<file path="src/rtl/uart_tx_fifo.sv">
// UART transmitter fed by a small byte FIFO: start, 8 data bits LSB first, optional parity, stop.
// Frames are sent back to back whenever the FIFO holds data at the end of a stop period.
module uart_tx_fifo #(
  parameter int unsigned CLK_HZ     = 50000000,
  parameter int unsigned BAUD_RATE  = 115200,
  parameter int unsigned FIFO_DEPTH = 4,
  parameter int unsigned PARITY     = 0,
  parameter int unsigned STOP_BITS  = 1
) (
  input  logic                                  clk,
  input  logic                                  rst,
  input  logic                                  wr_valid,
  input  logic [7:0]                            wr_data,
  output logic                                  wr_ready,
  output logic                                  uart_tx,
  output logic                                  busy,
  output logic                                  tx_done,
  output logic [$clog2(FIFO_DEPTH+1)-1:0]       fifo_count
);

  localparam int unsigned BIT_RAW    = CLK_HZ / BAUD_RATE;
  localparam int unsigned BIT_CYCLES = (BIT_RAW < 1) ? 1 : BIT_RAW;
  localparam int unsigned STOP_LEN   = STOP_BITS * BIT_CYCLES;
  localparam int unsigned CW         = (STOP_LEN > 1) ? $clog2(STOP_LEN) : 1;
  localparam int unsigned PW         = $clog2(FIFO_DEPTH);
  localparam int unsigned NW         = $clog2(FIFO_DEPTH + 1);
  localparam logic        ODD_PAR    = (PARITY == 2);

  typedef enum logic [2:0] {
    StIdle,
    StStart,
    StData,
    StParity,
    StStop
  } state_e;

  state_e          r_state;
  logic [7:0]      r_mem [FIFO_DEPTH];
  logic [PW-1:0]   r_wr_ptr;
  logic [PW-1:0]   r_rd_ptr;
  logic [NW-1:0]   r_count;
  logic [CW-1:0]   r_cnt;
  logic [2:0]      r_idx;
  logic [7:0]      r_shift;
  logic            r_par;
  logic            r_tx;
  logic            r_done;

  logic            w_push;
  logic            w_pop;
  logic            w_nonempty;
  logic [7:0]      w_head;

  assign w_nonempty = (r_count != '0);
  assign w_head     = r_mem[r_rd_ptr];
  assign wr_ready   = (r_count != NW'(FIFO_DEPTH));
  assign w_push     = wr_valid && wr_ready;
  // A pop loads the shifter: from idle, or at the last cycle of a stop period.
  assign w_pop      = w_nonempty &&
                      ((r_state == StIdle) || ((r_state == StStop) && (r_cnt == '0)));

  assign uart_tx    = r_tx;
  assign tx_done    = r_done;
  assign fifo_count = r_count;
  assign busy       = (r_state != StIdle) || w_nonempty;

  always_ff @(posedge clk) begin
    if (w_push) begin
      r_mem[r_wr_ptr] <= wr_data;
    end
  end

  always_ff @(posedge clk or posedge rst) begin
    if (rst) begin
      r_wr_ptr <= '0;
      r_rd_ptr <= '0;
      r_count  <= '0;
    end else begin
      if (w_push) begin
        r_wr_ptr <= r_wr_ptr + 1'b1;
      end
      if (w_pop) begin
        r_rd_ptr <= r_rd_ptr + 1'b1;
      end
      unique case ({w_push, w_pop})
        2'b10:   r_count <= r_count + 1'b1;
        2'b01:   r_count <= r_count - 1'b1;
        default: r_count <= r_count;
      endcase
    end
  end

  always_ff @(posedge clk or posedge rst) begin
    if (rst) begin
      r_state <= StIdle;
      r_cnt   <= '0;
      r_idx   <= '0;
      r_shift <= '0;
      r_par   <= 1'b0;
      r_tx    <= 1'b1;
      r_done  <= 1'b0;
    end else begin
      r_done <= 1'b0;
      unique case (r_state)
        StIdle: begin
          if (w_pop) begin
            r_shift <= w_head;
            r_par   <= (^w_head) ^ ODD_PAR;
            r_state <= StStart;
            r_tx    <= 1'b0;
            r_cnt   <= CW'(BIT_CYCLES - 1);
          end
        end
        StStart: begin
          if (r_cnt != '0) begin
            r_cnt <= r_cnt - 1'b1;
          end else begin
            r_state <= StData;
            r_tx    <= r_shift[0];
            r_idx   <= '0;
            r_cnt   <= CW'(BIT_CYCLES - 1);
          end
        end
        StData: begin
          if (r_cnt != '0) begin
            r_cnt <= r_cnt - 1'b1;
          end else if (r_idx != 3'd7) begin
            r_idx   <= r_idx + 1'b1;
            r_shift <= r_shift >> 1;
            r_tx    <= r_shift[1];
            r_cnt   <= CW'(BIT_CYCLES - 1);
          end else if (PARITY != 0) begin
            r_state <= StParity;
            r_tx    <= r_par;
            r_cnt   <= CW'(BIT_CYCLES - 1);
          end else begin
            r_state <= StStop;
            r_tx    <= 1'b1;
            r_cnt   <= CW'(STOP_LEN - 1);
            r_done  <= (STOP_LEN == 1);
          end
        end
        StParity: begin
          if (r_cnt != '0) begin
            r_cnt <= r_cnt - 1'b1;
          end else begin
            r_state <= StStop;
            r_tx    <= 1'b1;
            r_cnt   <= CW'(STOP_LEN - 1);
            r_done  <= (STOP_LEN == 1);
          end
        end
        StStop: begin
          // tx_done is raised so that it is high during the final stop cycle.
          if (r_cnt != '0) begin
            r_cnt  <= r_cnt - 1'b1;
            r_done <= (r_cnt == CW'(1));
          end else if (w_pop) begin
            r_shift <= w_head;
            r_par   <= (^w_head) ^ ODD_PAR;
            r_state <= StStart;
            r_tx    <= 1'b0;
            r_cnt   <= CW'(BIT_CYCLES - 1);
          end else begin
            r_state <= StIdle;
          end
        end
        default: begin
          r_state <= StIdle;
          r_tx    <= 1'b1;
        end
      endcase
    end
  end

endmodule

</file>
<file path="config.mk">
export PLATFORM = sky130hd
export DESIGN_NAME = uart_tx_fifo
export DESIGN_NICKNAME = d
export VERILOG_FILES = /design/src/rtl/uart_tx_fifo.sv
export SDC_FILE = /design/constraint.sdc
export NUM_CORES = 1
export LEC_CHECK = 0
export CORE_MARGIN = 2
export CORE_UTILIZATION = 56
export CTS_CLUSTER_DIAMETER = 60
export DETAILED_ROUTE_END_ITERATION = 8
export DONT_BUFFER_PORTS = 1
export GPL_ROUTABILITY_DRIVEN = 0
export GPL_TIMING_DRIVEN = 0
export HOLD_SLACK_MARGIN = 0.03
export MAX_ROUTING_LAYER = met4
export PLACE_DENSITY = 0.71
export REMOVE_ABC_BUFFERS = 1
export SYNTH_ARGS = -nofsm -noshare
export SYNTH_HDL_FRONTEND = slang
export SYNTH_SLANG_ARGS = --single-unit
</file>
<file path="constraint.sdc">
create_clock -name clk -period 4 [get_ports clk]
set_input_delay 0.6 -clock clk [delete_from_list [all_inputs] [get_ports clk]]
set_output_delay 0.6 -clock clk [all_outputs]
set_load 0.01 [all_outputs]
</file>
* After elaboration in Yosys (flattened, before gate mapping)
Memories as Yosys holds them, arrays and structs flattened.
Cells that the tools add are included.
** Cells by class
- $add $sub $neg :: 6
- Equal/unequal tests :: 16
- Mux-type cells :: 33
- Reductions and logical operators :: 19
** Operators with widths (number)
- 8-bit 2-to-1 mux :: 4
- 3-bit 2-to-1 mux :: 9
- 9-bit 2-to-1 mux :: 3
- 9-bit case mux with 3 select lines :: 1
- 8-bit case mux with 3 select lines :: 1
- 3-bit case mux with 5 select lines :: 1
- 2-bit != test, second input constant :: 7
- 3-bit case mux with 2 select lines :: 2
- 4-bit AND reduction :: 3
- 3-bit nonzero test :: 4
- 1-bit 2-to-1 mux :: 11
- 9-bit by 1-bit equality test with 1-bit output, second input constant :: 1
- 9-bit logical NOT :: 1
- 9-bit nonzero test :: 1
- 9-bit by 1-bit subtractor with 9-bit output, second input constant :: 1
- 3-bit by 1-bit adder with 3-bit output, second input constant :: 2
- 3-bit by 2-bit equality test with 1-bit output, second input constant :: 2
- 3-bit != test, second input constant :: 2
- 6-bit AND reduction :: 1
- 1-bit case mux with 5 select lines :: 1
- 2-bit by 1-bit adder with 2-bit output, second input constant :: 2
- 2-bit nonzero test :: 2
- 3-bit by 1-bit equality test with 1-bit output, second input constant :: 1
- 3-bit equality test, second input constant :: 1
- other kinds (7) :: 10
** Word-level totals
- Bits in registers :: 32
- Memory bits (writable) :: 32
- Output and inout bits :: 7
- Memories kept :: 1
** Memories
- r_mem :: words 4, width 8, rd ports 1, clocked after Yosys merged registers in 0, write ports 1, line 38 : logic [7:0] r_mem [FIFO_DEPTH];

* Logic depth before layout (Yosys ltp)
- Depth in word-level cells :: 7
- Depth in mapped cells :: 12

* Worst setup path before layout
OpenSTA, ideal clock, no wires.
- Kind :: register to register
- From :: reg r_cnt[0]
- To :: reg r_count[1] (netlist: fifo_count[1])
- Setup time :: 125 ps
- Arrival :: 2774 ps
- Setup slack :: 1101 ps
- Cell stages (with the launch flop) :: 11
- Path buffers :: 2
- Period minus slack after synthesis :: 2899 ps
- Cell sequence :: dfrtp_1 inv_1 ha_1 or3b_1 clkbuf_1 or3_1 buf_2 a21oi_2 ha_1 fa_1 mux2_2
** On the way
- Longest elaborated chain between the ends :: 6
- Elaborated cells on any way between the ends :: 8
** RTL lines
- start, declared :: line 42 : logic [CW-1:0] r_cnt;
- start signal, assigned :: line 111 : r_cnt <= CW'(BIT_CYCLES - 1);
- start signal, assigned :: line 116 : r_cnt <= r_cnt - 1'b1;
- start signal, assigned :: line 121 : r_cnt <= CW'(BIT_CYCLES - 1);
- 9-bit logical NOT * :: line 60 : ((r_state == StIdle) || ((r_state == StStop) && (r_cnt == '0)));
- 1-bit logical AND * :: line 60
- 1-bit logical OR * :: line 60
- 1-bit logical AND * :: line 59 : assign w_pop = w_nonempty &&
- named net w_pop :: line 50 : logic w_pop;
- 2-bit by 1-bit equality test with 1-bit output or 2-bit equality test (tied branches) :: line 85 : unique case ({w_push, w_pop})
- 3-bit case mux with 2 select lines or 2-bit nonzero test (tied branches)
- end signal, assigned :: line 86 : 2'b10: r_count <= r_count + 1'b1;
- end signal, assigned :: line 87 : 2'b01: r_count <= r_count - 1'b1;
- end signal, assigned :: line 88 : default: r_count <= r_count;
- end, declared :: line 41 : logic [NW-1:0] r_count;
The timed path passes the listed nets; every way through them passes the cells marked *.
A chain may end at the register's enable or synchronous reset.

* Final worst setup path
Ends and elaborated chain as after synthesis.

==> flow_summary.toml <==
[clocking]
path_clk_slew_ns = 0.07
cts_made_buffers = 9
post_cts_buffers = 0
clock_path_buffers = 2
h-tree-depth = 3
root_buffer = "clkbuf_8"
hold_buffers = 0
cts_resized = 0
cts_num_sinks = 64
clk_latency_ns = 0.34
tritoncts = "yes"

[final_layout]
num_antenna_cells = 0
final_cell_mix = "32 x edfxtp_1, 31 x dfrtp_1, 20 x nor2_1"
layout.nets = 270
multi_input_area_mm2 = 0.00128
regArea_mm2 = 0.00176
fillCellCount = 413
synthToLayoutAreaGrowth_pct = 9.75
drive_gt1_share_pct = 18.9
final_common_cell = "edfxtp_1"
fin_util_pct = 63.2

[synth]
ys_async_sr_fraction_pct = 50.0
synth.top_cell.area_share_pct = 30.7
ys_seq_area_share_pct = 56.3
synth_edf_count = 32
synthTopCellsByArea = "edfxtp_1 31%, dfrtp_1 25%, mux2_2 5.8%, mux4_2 5.8%, ha_1 3.6%"
synthCells = 251
synth_seq_cells = 64
synth_cell_types = 51
ys_warn_count = 0
synth.avg_cell_area_um2 = 12.5
synth_area_mm2 = 0.00313
yosys.area.top_type = "edfxtp_1"
ys_dominant_reg_cell = "edfxtp_1"

[sta]
finalCritPeriodShare_pct = 81.0
finalSetupTns_ns = 0
rsz0062_at_grt = "false"
clock-skew-final_ns = 0.00784
setup_viol_count_final = 0
finalMaxSlewViolations = 0
max_slew_margin_pct = 44.7
period_needed_ns = 3.24
worst_slew_pin_slew_ns = 0.829
hold_violations = 0
fmax_mhz = 308

[route]
antenna_left = 0
drc = 0
num_vias = 1960
routedWlPerCell_um = 16.9
firstDrtPassIters = 4
avgViaCountPerCell = 6.01
drt-initial-drc-count = 113
routed_wl_um = 5510

[grt]
grt_overflow = 0
grt_usage_pct = 20.4
antenna_found_initial = 0
grt_max_degree = 33
grt_pass1_vias = 1956
grt_pass1_wl_um = 9320

[worst_setup_path]
worstSetupStartpoint = "r_cnt[0]$_DFFE_PP0P_"
worst_r2r_endpoint = "fifo_count[1]$_DFFE_PP0P_"
cp-endpoint = "fifo_count[1]$_DFFE_PP0P_"
critPathArrivalTime_ns = 3.47
cp_max_fo = 11
r2r-start = "r_cnt[0]$_DFFE_PP0P_"
path_class = "flip-flop to flip-flop"
worst_r2r_path_depth = 8
crit_required_ns = 4.23
startpoint_type = "flip-flop"
end_kind = "flip-flop"
ff2ff_setup_slack_ns = 0.76

[power_and_ir_drop]
power_density_mw_per_mm2 = 687
peakVddDrop_mv = 0.476
p_leak_uw = 0.00128
finalPower_uw = 2360

[status]
status = "completed"

[die]
fp.dieArea_mm2 = 0.00621
core-area_mm2 = 0.00544
initial_utilization_pct = 57.6
chipWidth_um = 78.8
rows = 27
die_h_um = 78.8
pin_count = 18

[min_path]
worstHoldPathType = "input pin to asynchronous set/reset pin"

[run]
maxCapViolCount = 0

[placed_design]
hpwlAfterDp_um = 3780
portBuffers = 0
## how the worst min path moves through the flow
| stage | to | depth (start not counted) | from | slack (ns) |
|---|---|---|---|---|
| floorplan | r_idx[1]$_DFFE_PP0P_ | 2 | r_idx[1]$_DFFE_PP0P_ | 0.45 |
| global placement | r_idx[1]$_DFFE_PP0P_ | 2 | r_idx[1]$_DFFE_PP0P_ | 0.47 |
| detailed placement | r_idx[1]$_DFFE_PP0P_ | 2 | r_idx[1]$_DFFE_PP0P_ | 0.47 |
| CTS | r_mem[0][6]$_DFFE_PP_ | 0 | wr_data[6] | 0.34 |
| global route | fifo_count[1]$_DFFE_PP0P_ | 1 | rst | 0.14 |
| finish | fifo_count[1]$_DFFE_PP0P_ | 1 | rst | 0.12 |
## cells in the mapped netlist, types with 3 or more instances
cell / number
edfxtp_1: 32
dfrtp_1: 31
nor2_1: 20
nand2_1: 17
mux2_2: 16
o21ai_0: 12
clkbuf_1: 11
a21oi_1: 10
inv_1: 10
ha_1: 9
mux4_2: 8
nand3_1: 6
or3_1: 6
nor3_1: 5
and3_1: 4
xnor2_1: 4
nor4_1: 3
o311ai_0: 3
xor2_1: 3
## power by group
| group | leakage (uW) | switching [uW] | internal (uW) |
|---|---|---|---|
| combinational | 0.000491 | 299 | 327 |
| clock | 0.000117 | 255 | 415 |
| sequential | 0.000674 | 187 | 878 |
| total | 0.00128 | 742 | 1620 |
## metrics by stage
stage | hold WS [ns] | area (um2) | instances | worst slack [ns]
floorplan | 0.454 | 3080 | 237 | 1.13
CTS | 0.342 | 3410 | 325 | 0.802
finish | 0.121 | 3440 | 326 | 0.758
global route | 0.142 | 3440 | 326 | 0.639
global placement | 0.471 | 3170 | 309 | 0.825
detailed placement | 0.475 | 3170 | 309 | 0.815
## critical path, cell delays in order, from the launching register on
cell and delay, ns:
dfrtp_1 0.46, inv_1 0.10, ha_1 0.23, or3b_1 0.50
or3_1 0.54, a21oi_2 0.34, ha_1 0.27, fa_1 0.42
mux2_2 0.26
## layer usage
| metal | vias to the layer above | track usage (%) | routed length [um] |
|---|---|---|---|
| met5 | - | - | 0 |
| met4 | 0 | 8.60 | 113 |
| met3 | 12 | 5.80 | 312 |
| met2 | 49 | 28.8 | 2570 |
| met1 | 963 | 28.0 | 2510 |
| li1 | 936 | - | - |
## flip-flops by register name, summed over array words and instances (netlist names)
signal,flops
r_idx,3
r_mem,32
fifo_count,3
r_state,3
tx_done,1
r_wr_ptr,2
r_shift,8
r_cnt,9
uart_tx,1
r_rd_ptr,2
## logic make-up (layout without fill, tap and decap cells)
kind of cell | after synthesis | in the layout | synth area share (%)
simple gates | 74 | 74 | 12.3
flops | 64 | 64 | 56.3
compound gates | 47 | 47 | 10.4
mux | 25 | 25 | 11.8
buf+inv | 24 | 27 | 2.96
fa+ha+maj | 10 | 10 | 4.24
xor+xnor | 7 | 7 | 1.96
## final cells by class
type	count	share of cell area (%)
clock buffers	9	3.60
clock inverters	7	3.46
inverters	10	1.09
multi-input cells	163	37.1
flip-flops and latches	64	51.3
well taps	72	2.62
repair buffers	1	0.801
No activity file was read; power rests on OpenSTA's default activity.
